[config.mk]
export PLATFORM = sky130hd
export DESIGN_NAME = icache_sram_arbiter_flat
export DESIGN_NICKNAME = d
export VERILOG_FILES = /design/src/rtl/icache_pkg.sv /design/src/rtl/icache_sram_arbiter_if.sv /design/src/rtl/icache_inv_sweeper.sv /design/src/rtl/icache_sram_arbiter.sv /design/src/flat_wrapper.sv
export SDC_FILE = /design/constraint.sdc
export NUM_CORES = 1
export LEC_CHECK = 0
export BUFFER_PORTS_ARGS = -buffer_cell sky130_fd_sc_hd__buf_2
export CAP_MARGIN = 20
export CORE_ASPECT_RATIO = 0.8
export CORE_MARGIN = 2
export CORE_UTILIZATION = 48
export CTS_CLUSTER_DIAMETER = 200
export DETAILED_ROUTE_END_ITERATION = 6
export HOLD_SLACK_MARGIN = 0.1
export PLACE_DENSITY = 0.84
export SYNTH_ARGS = -nofsm -noshare
export SYNTH_HDL_FRONTEND = slang
export SYNTH_SLANG_ARGS = --single-unit
[constraint.sdc]
create_clock -name clk -period 2.8 [get_ports clk]
set_clock_uncertainty 0.15 [all_clocks]
set_input_delay 0.28 -clock clk [delete_from_list [all_inputs] [get_ports clk]]
set_output_delay 0.28 -clock clk [all_outputs]
set_load 0.005 [all_outputs]
[src/rtl/icache_pkg.sv]
// Shared types and defaults for the I-cache SRAM arbiter.
// Requester source codes and arbiter FSM states.
package icache_pkg;

  localparam int ICACHE_INDEX_W = 8;

  typedef enum logic [1:0] {
    SRC_NONE = 2'd0,
    SRC_CPU  = 2'd1,
    SRC_PF   = 2'd2,
    SRC_LF   = 2'd3
  } arb_src_e;

  typedef enum logic {
    ARB_IDLE,
    ARB_SWEEP
  } arb_state_e;

endpackage

[src/rtl/icache_sram_arbiter_if.sv]
// Request/RAM bundle between requesters and the I-cache SRAM arbiter.
// slave = arbiter side, master = requester / RAM / testbench side.
interface icache_sram_arbiter_if #(
  parameter int INDEX_W = 8,
  parameter int WAYS    = 2
);

  logic               inv_req;
  logic               inv_busy;
  logic               inv_done;

  logic               lf_valid;
  logic               lf_ready;
  logic [INDEX_W-1:0] lf_index;
  logic [WAYS-1:0]    lf_way;

  logic               cpu_valid;
  logic               cpu_ready;
  logic [INDEX_W-1:0] cpu_index;

  logic               pf_valid;
  logic               pf_ready;
  logic [INDEX_W-1:0] pf_index;

  logic               ram_cs;
  logic               ram_wen;
  logic [INDEX_W-1:0] ram_addr;
  logic [WAYS-1:0]    ram_way_we;
  logic               ram_vbit;

  logic               rd_resp_valid;
  logic [1:0]         rd_resp_src;
  logic               i_stall;

  modport slave (
    input  inv_req,
    output inv_busy, inv_done,
    input  lf_valid, lf_index, lf_way,
    output lf_ready,
    input  cpu_valid, cpu_index,
    output cpu_ready,
    input  pf_valid, pf_index,
    output pf_ready,
    output ram_cs, ram_wen, ram_addr,
    output ram_way_we, ram_vbit,
    output rd_resp_valid, rd_resp_src,
    output i_stall
  );

  modport master (
    output inv_req,
    input  inv_busy, inv_done,
    output lf_valid, lf_index, lf_way,
    input  lf_ready,
    output cpu_valid, cpu_index,
    input  cpu_ready,
    output pf_valid, pf_index,
    input  pf_ready,
    input  ram_cs, ram_wen, ram_addr,
    input  ram_way_we, ram_vbit,
    input  rd_resp_valid, rd_resp_src,
    input  i_stall
  );

endinterface

[src/rtl/icache_inv_sweeper.sv]
// Full-cache invalidate sweep: walks every set once after inv_req.
// Ports: inv_req in; sweep_active/sweep_addr/inv_done out.
module icache_inv_sweeper
  import icache_pkg::*;
#(
  parameter int INDEX_W = ICACHE_INDEX_W
) (
  input  logic               clk,
  input  logic               rst_n,
  input  logic               inv_req,
  output logic               sweep_active,
  output logic [INDEX_W-1:0] sweep_addr,
  output logic               inv_done
);

  arb_state_e         state_q, state_d;
  logic [INDEX_W-1:0] cnt_q, cnt_d;
  logic               done_q, done_d;

  always_ff @(posedge clk or negedge rst_n) begin
    if (!rst_n) begin
      state_q <= ARB_IDLE;
      cnt_q   <= '0;
      done_q  <= 1'b0;
    end else begin
      state_q <= state_d;
      cnt_q   <= cnt_d;
      done_q  <= done_d;
    end
  end

  always_comb begin
    state_d = state_q;
    cnt_d   = cnt_q;
    done_d  = 1'b0;
    unique case (state_q)
      ARB_IDLE: begin
        if (inv_req) begin
          state_d = ARB_SWEEP;
          cnt_d   = '0;
        end
      end
      ARB_SWEEP: begin
        cnt_d = cnt_q + 1'b1;
        // Last set written: counter wraps, done pulses next cycle.
        if (&cnt_q) begin
          state_d = ARB_IDLE;
          done_d  = 1'b1;
        end
      end
      default: state_d = ARB_IDLE;
    endcase
  end

  assign sweep_active = (state_q == ARB_SWEEP);
  assign sweep_addr   = cnt_q;
  assign inv_done     = done_q;

endmodule

[src/rtl/icache_sram_arbiter.sv]
// I-cache tag/data SRAM arbiter: sweep > LF > CPU > PF, PF anti-starve.
// Ports: clk, rst_n, bus (slave); perf counters if ICACHE_ARB_PERF_CNT_EN.
module icache_sram_arbiter
  import icache_pkg::*;
#(
  parameter int INDEX_W       = ICACHE_INDEX_W,
  parameter int WAYS          = 2,
  parameter int PF_STARVE_MAX = 8
) (
  input  logic clk,
  input  logic rst_n,
  icache_sram_arbiter_if.slave bus
`ifdef ICACHE_ARB_PERF_CNT_EN
  ,
  output logic [31:0] perf_cpu_stall_cnt,
  output logic [31:0] perf_pf_grant_cnt
`endif
);

  localparam int SW = $clog2(PF_STARVE_MAX + 1);
  localparam logic [SW-1:0] STARVE_MAX = SW'(PF_STARVE_MAX);

  logic               sweep_active;
  logic [INDEX_W-1:0] sweep_addr;
  logic               arb_free;
  logic               pf_pri;
  logic               lf_gnt, cpu_gnt, pf_gnt;

  logic [SW-1:0] starve_q, starve_d;
  logic          resp_valid_q, resp_valid_d;
  arb_src_e      resp_src_q, resp_src_d;

  icache_inv_sweeper #(
    .INDEX_W (INDEX_W)
  ) u_sweeper (
    .clk          (clk),
    .rst_n        (rst_n),
    .inv_req      (bus.inv_req),
    .sweep_active (sweep_active),
    .sweep_addr   (sweep_addr),
    .inv_done     (bus.inv_done)
  );

  // The inv_req cycle itself grants nothing.
  assign arb_free = !sweep_active && !bus.inv_req;
  assign pf_pri   = (starve_q == STARVE_MAX);

  always_comb begin
    lf_gnt  = 1'b0;
    cpu_gnt = 1'b0;
    pf_gnt  = 1'b0;
    if (arb_free) begin
      lf_gnt  = bus.lf_valid;
      cpu_gnt = !bus.lf_valid && bus.cpu_valid &&
                !(pf_pri && bus.pf_valid);
      pf_gnt  = !bus.lf_valid && bus.pf_valid &&
                (!bus.cpu_valid || pf_pri);
    end
  end

  always_comb begin
    bus.ram_cs     = 1'b0;
    bus.ram_wen    = 1'b0;
    bus.ram_addr   = '0;
    bus.ram_way_we = '0;
    bus.ram_vbit   = 1'b0;
    unique case (1'b1)
      sweep_active: begin
        bus.ram_cs     = 1'b1;
        bus.ram_wen    = 1'b1;
        bus.ram_addr   = sweep_addr;
        bus.ram_way_we = '1;
      end
      lf_gnt: begin
        bus.ram_cs     = 1'b1;
        bus.ram_wen    = 1'b1;
        bus.ram_addr   = bus.lf_index;
        bus.ram_way_we = bus.lf_way;
        bus.ram_vbit   = 1'b1;
      end
      cpu_gnt: begin
        bus.ram_cs   = 1'b1;
        bus.ram_addr = bus.cpu_index;
      end
      pf_gnt: begin
        bus.ram_cs   = 1'b1;
        bus.ram_addr = bus.pf_index;
      end
      default: ;
    endcase
  end

  always_comb begin
    starve_d = starve_q;
    if (pf_gnt || !bus.pf_valid) begin
      starve_d = '0;
    end else if (starve_q != STARVE_MAX) begin
      starve_d = starve_q + 1'b1;
    end
    resp_valid_d = cpu_gnt || pf_gnt;
    resp_src_d   = cpu_gnt ? SRC_CPU :
                   pf_gnt  ? SRC_PF  : SRC_NONE;
  end

  always_ff @(posedge clk or negedge rst_n) begin
    if (!rst_n) begin
      starve_q     <= '0;
      resp_valid_q <= 1'b0;
      resp_src_q   <= SRC_NONE;
    end else begin
      starve_q     <= starve_d;
      resp_valid_q <= resp_valid_d;
      resp_src_q   <= resp_src_d;
    end
  end

  assign bus.lf_ready      = lf_gnt;
  assign bus.cpu_ready     = cpu_gnt;
  assign bus.pf_ready      = pf_gnt;
  assign bus.inv_busy      = sweep_active;
  assign bus.rd_resp_valid = resp_valid_q;
  assign bus.rd_resp_src   = resp_src_q;
  assign bus.i_stall       = bus.cpu_valid && !cpu_gnt;

`ifdef ICACHE_ARB_PERF_CNT_EN
  logic [31:0] stall_cnt_q, stall_cnt_d;
  logic [31:0] pfg_cnt_q, pfg_cnt_d;

  always_comb begin
    stall_cnt_d = stall_cnt_q;
    pfg_cnt_d   = pfg_cnt_q;
    if (bus.i_stall && !(&stall_cnt_q)) begin
      stall_cnt_d = stall_cnt_q + 32'd1;
    end
    if (pf_gnt && !(&pfg_cnt_q)) begin
      pfg_cnt_d = pfg_cnt_q + 32'd1;
    end
  end

  always_ff @(posedge clk or negedge rst_n) begin
    if (!rst_n) begin
      stall_cnt_q <= '0;
      pfg_cnt_q   <= '0;
    end else begin
      stall_cnt_q <= stall_cnt_d;
      pfg_cnt_q   <= pfg_cnt_d;
    end
  end

  assign perf_cpu_stall_cnt = stall_cnt_q;
  assign perf_pf_grant_cnt  = pfg_cnt_q;
`endif

endmodule

[src/flat_wrapper.sv]
// flat-port wrapper written by rule: the top's interface ports become plain ports
module icache_sram_arbiter_flat import icache_pkg::*;
#(
  parameter int INDEX_W       = ICACHE_INDEX_W,
  parameter int WAYS          = 2,
  parameter int PF_STARVE_MAX = 8
)
  (clk, rst_n, bus_inv_req, bus_inv_busy, bus_inv_done, bus_lf_valid, bus_lf_index, bus_lf_way, bus_lf_ready, bus_cpu_valid, bus_cpu_index, bus_cpu_ready, bus_pf_valid, bus_pf_index, bus_pf_ready, bus_ram_cs, bus_ram_wen, bus_ram_addr, bus_ram_way_we, bus_ram_vbit, bus_rd_resp_valid, bus_rd_resp_src, bus_i_stall);
  icache_sram_arbiter_if #(.INDEX_W(INDEX_W), .WAYS(WAYS)) bus_i ();
  input  logic clk;
  input  logic rst_n;
  input wire logic [$bits(bus_i.inv_req)-1:0] bus_inv_req;
  output wire logic [$bits(bus_i.inv_busy)-1:0] bus_inv_busy;
  output wire logic [$bits(bus_i.inv_done)-1:0] bus_inv_done;
  input wire logic [$bits(bus_i.lf_valid)-1:0] bus_lf_valid;
  input wire logic [$bits(bus_i.lf_index)-1:0] bus_lf_index;
  input wire logic [$bits(bus_i.lf_way)-1:0] bus_lf_way;
  output wire logic [$bits(bus_i.lf_ready)-1:0] bus_lf_ready;
  input wire logic [$bits(bus_i.cpu_valid)-1:0] bus_cpu_valid;
  input wire logic [$bits(bus_i.cpu_index)-1:0] bus_cpu_index;
  output wire logic [$bits(bus_i.cpu_ready)-1:0] bus_cpu_ready;
  input wire logic [$bits(bus_i.pf_valid)-1:0] bus_pf_valid;
  input wire logic [$bits(bus_i.pf_index)-1:0] bus_pf_index;
  output wire logic [$bits(bus_i.pf_ready)-1:0] bus_pf_ready;
  output wire logic [$bits(bus_i.ram_cs)-1:0] bus_ram_cs;
  output wire logic [$bits(bus_i.ram_wen)-1:0] bus_ram_wen;
  output wire logic [$bits(bus_i.ram_addr)-1:0] bus_ram_addr;
  output wire logic [$bits(bus_i.ram_way_we)-1:0] bus_ram_way_we;
  output wire logic [$bits(bus_i.ram_vbit)-1:0] bus_ram_vbit;
  output wire logic [$bits(bus_i.rd_resp_valid)-1:0] bus_rd_resp_valid;
  output wire logic [$bits(bus_i.rd_resp_src)-1:0] bus_rd_resp_src;
  output wire logic [$bits(bus_i.i_stall)-1:0] bus_i_stall;
  assign bus_i.inv_req = bus_inv_req;
  assign bus_inv_busy = bus_i.inv_busy;
  assign bus_inv_done = bus_i.inv_done;
  assign bus_i.lf_valid = bus_lf_valid;
  assign bus_i.lf_index = bus_lf_index;
  assign bus_i.lf_way = bus_lf_way;
  assign bus_lf_ready = bus_i.lf_ready;
  assign bus_i.cpu_valid = bus_cpu_valid;
  assign bus_i.cpu_index = bus_cpu_index;
  assign bus_cpu_ready = bus_i.cpu_ready;
  assign bus_i.pf_valid = bus_pf_valid;
  assign bus_i.pf_index = bus_pf_index;
  assign bus_pf_ready = bus_i.pf_ready;
  assign bus_ram_cs = bus_i.ram_cs;
  assign bus_ram_wen = bus_i.ram_wen;
  assign bus_ram_addr = bus_i.ram_addr;
  assign bus_ram_way_we = bus_i.ram_way_we;
  assign bus_ram_vbit = bus_i.ram_vbit;
  assign bus_rd_resp_valid = bus_i.rd_resp_valid;
  assign bus_rd_resp_src = bus_i.rd_resp_src;
  assign bus_i_stall = bus_i.i_stall;
  icache_sram_arbiter #(.INDEX_W(INDEX_W), .WAYS(WAYS), .PF_STARVE_MAX(PF_STARVE_MAX)) u_core (.clk(clk), .rst_n(rst_n), .bus(bus_i));
endmodule
==> results of run 1 <==
[routing by layer]
| metal | track usage, % | routed length (um) | vias up |
|---|---|---|---|
| met5 | 0 | 0 | - |
| met4 | 7.91 | 27 | 0 |
| met3 | 6.18 | 122 | 5 |
| met2 | 37.9 | 1410 | 26 |
| met1 | 25.2 | 1110 | 504 |
| li1 | - | - | 500 |
[worst max-delay path by stage]
stage	end	slack, ns	cells after the start
after floorplan	bus_ram_addr[3]	0.84	6
after global placement	bus_ram_addr[3]	0.71	6
after detailed placement	bus_ram_addr[7]	0.63	6
after CTS	bus_ram_addr[7]	0.29	6
after global routing	bus_ram_addr[6]	0.19	6
final	bus_ram_addr[7]	0.30	6
[cell families after synthesis]
group / after synthesis
compound gates: 32
fa+ha+maj: 3
flops: 17
xor+xnor: 6
mux: 2
simple gates: 31
buf+inv: 11
[critical path, stage by stage, from the launching register on]
cell	delay (ns)
dfrtp_1	0.43
inv_1	0.08
ha_1	0.19
nand3b_4	0.14
o211a_1	0.37
a221o_2	0.43
buf_2	0.13
[state kept, by name, indices dropped and copies added (netlist names)]
register                       count
u_core.u_sweeper.inv_done          1
u_core.bus.rd_resp_valid           1
u_core.u_sweeper.sweep_active      1
u_core.bus.rd_resp_src             2
u_core.u_sweeper.sweep_addr        8
u_core.starve_q                    4
[power groups by stage]
stage | Clock [mW] | Combinational [mW] | Sequential, mW
floorplan | 0 | 0.317 | 0.382
global placement | 0 | 0.431 | 0.398
detailed placement | 0 | 0.452 | 0.403
CTS | 0.139 | 0.456 | 0.398
global route | 0.151 | 0.507 | 0.413
finish | 0.135 | 0.454 | 0.399
[area by class of cell]
class	count	area, um^2	area share [%]
clock inverters	1	5.00	0.361
multi-input cells	74	582	41.9
repair buffers	58	310	22.4
well taps	25	31.3	2.25
inverters	3	11.3	0.812
clock buffers	3	22.5	1.62
flip-flops and latches	17	425	30.7
[cell usage in the layout, fill, tap and decap left out, types with 2 or more instances in the layout]
cell and count:
o31ai_1 2, a22o_1 8, a221o_2 5, nor3_1 6
ha_1 3, nand2_1 7, buf_2 53, a21o_1 4
xor2_1 3, nand2b_1 4, nor3b_1 3, o21ai_0 2
dfrtp_1 17, inv_1 3, xnor2_1 3, clkbuf_4 3
a221o_1 3, nor2_1 2, dlygate4sd3_1 3, mux2i_1 2
buf_4 2, o211ai_1 2, nand3_1 3, or2_2 2
==> metrics, run 1 <==
Worst Setup End Kind=primary output; Synth Area in Adders=3.51%; Synth async-reset ratio=100%; Sw Share=36.2%; CTS Sinks=17; Synth Area per Inst=10.5 um^2; post-cts resize count=0; main combinational cell family by area after synthesis=compound AO/OA/AOI/OAI gates; NumNets Final=192; Final period util=89.2%; Worst-path clk slew=0.10 ns; Worst Max-Slew Pin Slew=0.547 ns; Placement Cell Area=1330 um^2; Design Power=988 uW; fmax=400 MHz; Synth area leaders=dfrtp_1 40%, a22o_1 6.5%, a221o_2 5.3%; CP max FO=11; Fillers=183; port buffer count=53; register area share after synthesis=39.8%; core area=2140 um^2; Die Y=46.2 um; YS warnings=0; Critical Path RT=2.37 ns; power per cell area=712 nW/um^2; Setup CP Type=flop to primary output; post-synth cell types=34; drt drc=0; post-synth top area cell=dfrtp_1; clock tree buffer depth=2; row count=15; Reg2Reg Setup Slack=1.01 ns; number of flops mapped to enable cells by yosys=0; synthesized area=1070 um^2; vias in the first global route=943; Post-Syn Instances=102; Final WS setup=0.301 ns; gr usage total=21.3%; largest net degree at the start of global routing=27; post-route cell area=1390 um^2; CTS tree=built; post-CTS setup buffers=0; Worst Hold Class=primary input to flop; Finish-stage setup viols=0; First-pass DRT Iterations=4; routed vias/inst=5.72; antenna violations before repair=0; final core occ=64.9%; Fin. Hold Viols=0; CTS root buf=clkbuf_4; Synth Area in Compound Gates=27.0%; Switch Pwr=357 uW; sum of negative setup slack=0 ns; min-delay src=bus_lf_valid; placed cells=174; Ports=54; share of power burned in registers=40.4%; Die Area=2620 um^2; Die Span X=56.8 um; Layout Cells excl Fill=181; count leader, synth=dfrtp_1; RD Place Congestion=0.788; cells on worst reg2reg path=5; Vias=1035; hold_ws=0.144 ns; global-route wire length before repair=4170 um; share of the synthesized area in the top cell type=39.8%; clock power share=13.6%; Crit Reg-Reg Startpoint=u_core.starve_q[0]; Combinational Power Share=46.0%; reg2reg end=u_core.starve_q[1]; mux share of post-synthesis cell area=1.87%; CP Launch Point=u_core.starve_q[0]; max-cap viol count=0; initial core utilization=50.0%; drt wl/cell=14.7 um; post-layout min period=2.50 ns; drt total wl=2660 um; crit path launch type=flop; hold_buf cts=3; simple-gate share of the synthesized area=17.1%; Diodes inserted=0; Overflow after GRT=0; Clock Latency Late Sink=0.29 ns; Final ANT Viol Nets=0; post-place setup slack=0.628 ns; crit path DAT=2.07 ns; Leak=0.711 nW; Worst slew margin=63.4%; xor-xnor portion of the synthesized cell area=4.91%; share of cells above drive strength 1=44.2%; htree depth=1; Primary FF master, synth=dfrtp_1; Hold Crit Endpoint=u_core.bus.rd_resp_src[1]; Num CTS Buffers=3; Seq cells post-synth=17; Worst IR Drop VDD=0.000604 V; Max Slew Vio Count=0; RSZ-0062 raised after global routing=false; hold depth=3; Final HPWL DP=2010 um; Syn Nets=137; most frequent cells after synthesis=17 x dfrtp_1, 8 x a22o_1, 7 x nand2_1; internal power=630 uW; DR iter-0 viols=26; P&R area growth vs syn=29.7%; status=completed
Note: power is estimated with default switching activity, not from simulation.
==> run 2: changes to the inputs <==
--- a/config.mk
+++ b/config.mk
@@ -5,15 +5,17 @@
 export SDC_FILE = /design/constraint.sdc
 export NUM_CORES = 1
 export LEC_CHECK = 0
+export ABC_CLOCK_PERIOD_IN_PS = 2800
 export BUFFER_PORTS_ARGS = -buffer_cell sky130_fd_sc_hd__buf_2
 export CAP_MARGIN = 20
 export CORE_ASPECT_RATIO = 0.8
 export CORE_MARGIN = 2
-export CORE_UTILIZATION = 48
+export CORE_UTILIZATION = 50
+export CTS_BUF_LIST = sky130_fd_sc_hd__clkbuf_2
 export CTS_CLUSTER_DIAMETER = 200
 export DETAILED_ROUTE_END_ITERATION = 6
 export HOLD_SLACK_MARGIN = 0.1
-export PLACE_DENSITY = 0.84
+export PLACE_DENSITY = 0.87
 export SYNTH_ARGS = -nofsm -noshare
 export SYNTH_HDL_FRONTEND = slang
 export SYNTH_SLANG_ARGS = --single-unit
==> run 2 against run 1 <==
- combinational power is 2% lower
- die area is 3.7% lower
- cell count is 0.55% higher
- core utilization is 7.1 points higher
==> metrics, run 2 (synthesis gave the netlist of run 1 again) <==
status=completed; largest net degree at the start of global routing=27; Leak=0.723 nW; Layout Cells excl Fill=182; internal power=614 uW; CP Launch Point=u_core.starve_q[0]; Final HPWL DP=1890 um; post-CTS setup buffers=0; Critical Path RT=2.37 ns; Reg2Reg Setup Slack=0.93 ns; crit path launch type=flop; Design Power=962 uW; global-route wire length before repair=4080 um; gr usage total=21.0%; drt drc=0; antenna violations before repair=0; Die Span X=55.7 um; Die Y=45.4 um; Die Area=2530 um^2; Worst slew margin=63.9%; RSZ-0062 raised after global routing=false; Vias=1010; fmax=396 MHz; port buffer count=53; clock tree buffer depth=2; power per cell area=688 nW/um^2; placed cells=173; Max stage delay on crit path=0.46 ns; Crit Reg-Reg Startpoint=u_core.starve_q[0]; share of cells above drive strength 1=43.7%; htree depth=1; Worst Hold Class=primary input to flop; NumNets Final=194; First-pass DRT Iterations=4; share of power burned in registers=41.4%; drt wl/cell=13.7 um; Fin. Hold Viols=0; max-cap viol count=0; Setup CP Type=flop to primary output; DR iter-0 viols=11; Clock Latency Late Sink=0.31 ns; Combinational Power Share=46.3%; most frequent cells in the layout=53 x buf_2, 17 x dfrtp_1, 8 x a22o_1; CP max stage cell=dfrtp_1; CTS tree=built; initial core utilization=55.0%; Final ANT Viol Nets=0; sum of negative setup slack=0 ns; Finish-stage setup viols=0; Max Slew Vio Count=0; crit path DAT=2.10 ns; row count=14; min-delay src=bus_inv_req; Worst IR Drop VDD=0.000446 V; vias in the first global route=928; Overflow after GRT=0; Num CTS Buffers=3; Fillers=140; Final WS setup=0.273 ns; post-layout min period=2.53 ns; drt total wl=2490 um; Sw Share=36.2%; P&R area growth vs syn=30.8%; Final period util=90.3%; most common cell after layout, fill and taps aside=buf_2; Worst-path clk slew=0.17 ns; Worst Max-Slew Pin Slew=0.540 ns; cell chain of the critical path=inv_1, ha_1, nand3b_4, o211a_1, a221o_2, buf_2; clock power share=12.3%; Ports=54; max reg flops=8; Diodes inserted=0; CTS Sinks=17; CTS root buf=clkbuf_2; core area=1940 um^2; hold_ws=0.137 ns; RD Place Congestion=0.756; CP max FO=11; post-place setup slack=0.656 ns; Worst Setup End Kind=primary output; Switch Pwr=349 uW; routed vias/inst=5.55
## run 2: critical path, delay by kind of cell (launching register included)
kind	cells	cell delay [ns]
AOI/OAI and AO/OA	2	0.80
DFF	1	0.46
buffers and inverters	2	0.20
adders and majority gates	1	0.19
and+or+nand+nor	1	0.13
## run 2: power by group through the flow
stage	Clock [mW]	Sequential [mW]	Combinational (mW)
3_3_place_gp	0	0.402	0.430
4_1_cts	0.123	0.398	0.448
2_1_floorplan	0	0.382	0.317
5_1_grt	0.132	0.415	0.500
3_5_place_dp	0	0.403	0.444
6_report	0.119	0.398	0.445
## run 2: worst paths after layout
path / cells after the start / end
worst min-delay path: 2 / u_core.u_sweeper.sweep_addr[2]
max in group asynchronous: 2 / u_core.u_sweeper.sweep_addr[1]
min in group asynchronous: 2 / u_core.starve_q[2]
worst max register to register: 5 / u_core.bus.rd_resp_src[1]
worst min register to register: 1 / u_core.u_sweeper.sweep_addr[7]
worst max-delay path: 6 / bus_ram_addr[3]
## run 2: repair_timing
item | in CTS | in global routing
hold buffers | 5 | 0
endpoints found under the hold margin | 19 | 0
resized for setup | 0 | 0
## run 2: per-layer routing
metal | global-route usage (%) | part of all wire (%)
met1 | 25.7 | 43
met5 | 0 | 0
met4 | 4.88 | 0.28
met3 | 6.25 | 5.8
met2 | 37.6 | 51
## run 2: final cells by class
type                    count  area (um^2)  share of cell area (%)
clock buffers               4         20.0                    1.43
inverters                   3         11.3                   0.805
multi-input cells          74          582                    41.6
flip-flops and latches     17          425                    30.4
well taps                  24         30.0                    2.15
repair buffers             60          330                    23.6
## run 2: stage by stage
step / instance area, um^2 / util (%)
6_report: 1400 / 71.9
5_1_grt: 1400 / 71.9
4_1_cts: 1400 / 71.9
3_5_place_dp: 1330 / 68.3
3_3_place_gp: 1330 / 68.3
2_1_floorplan: 1070 / -
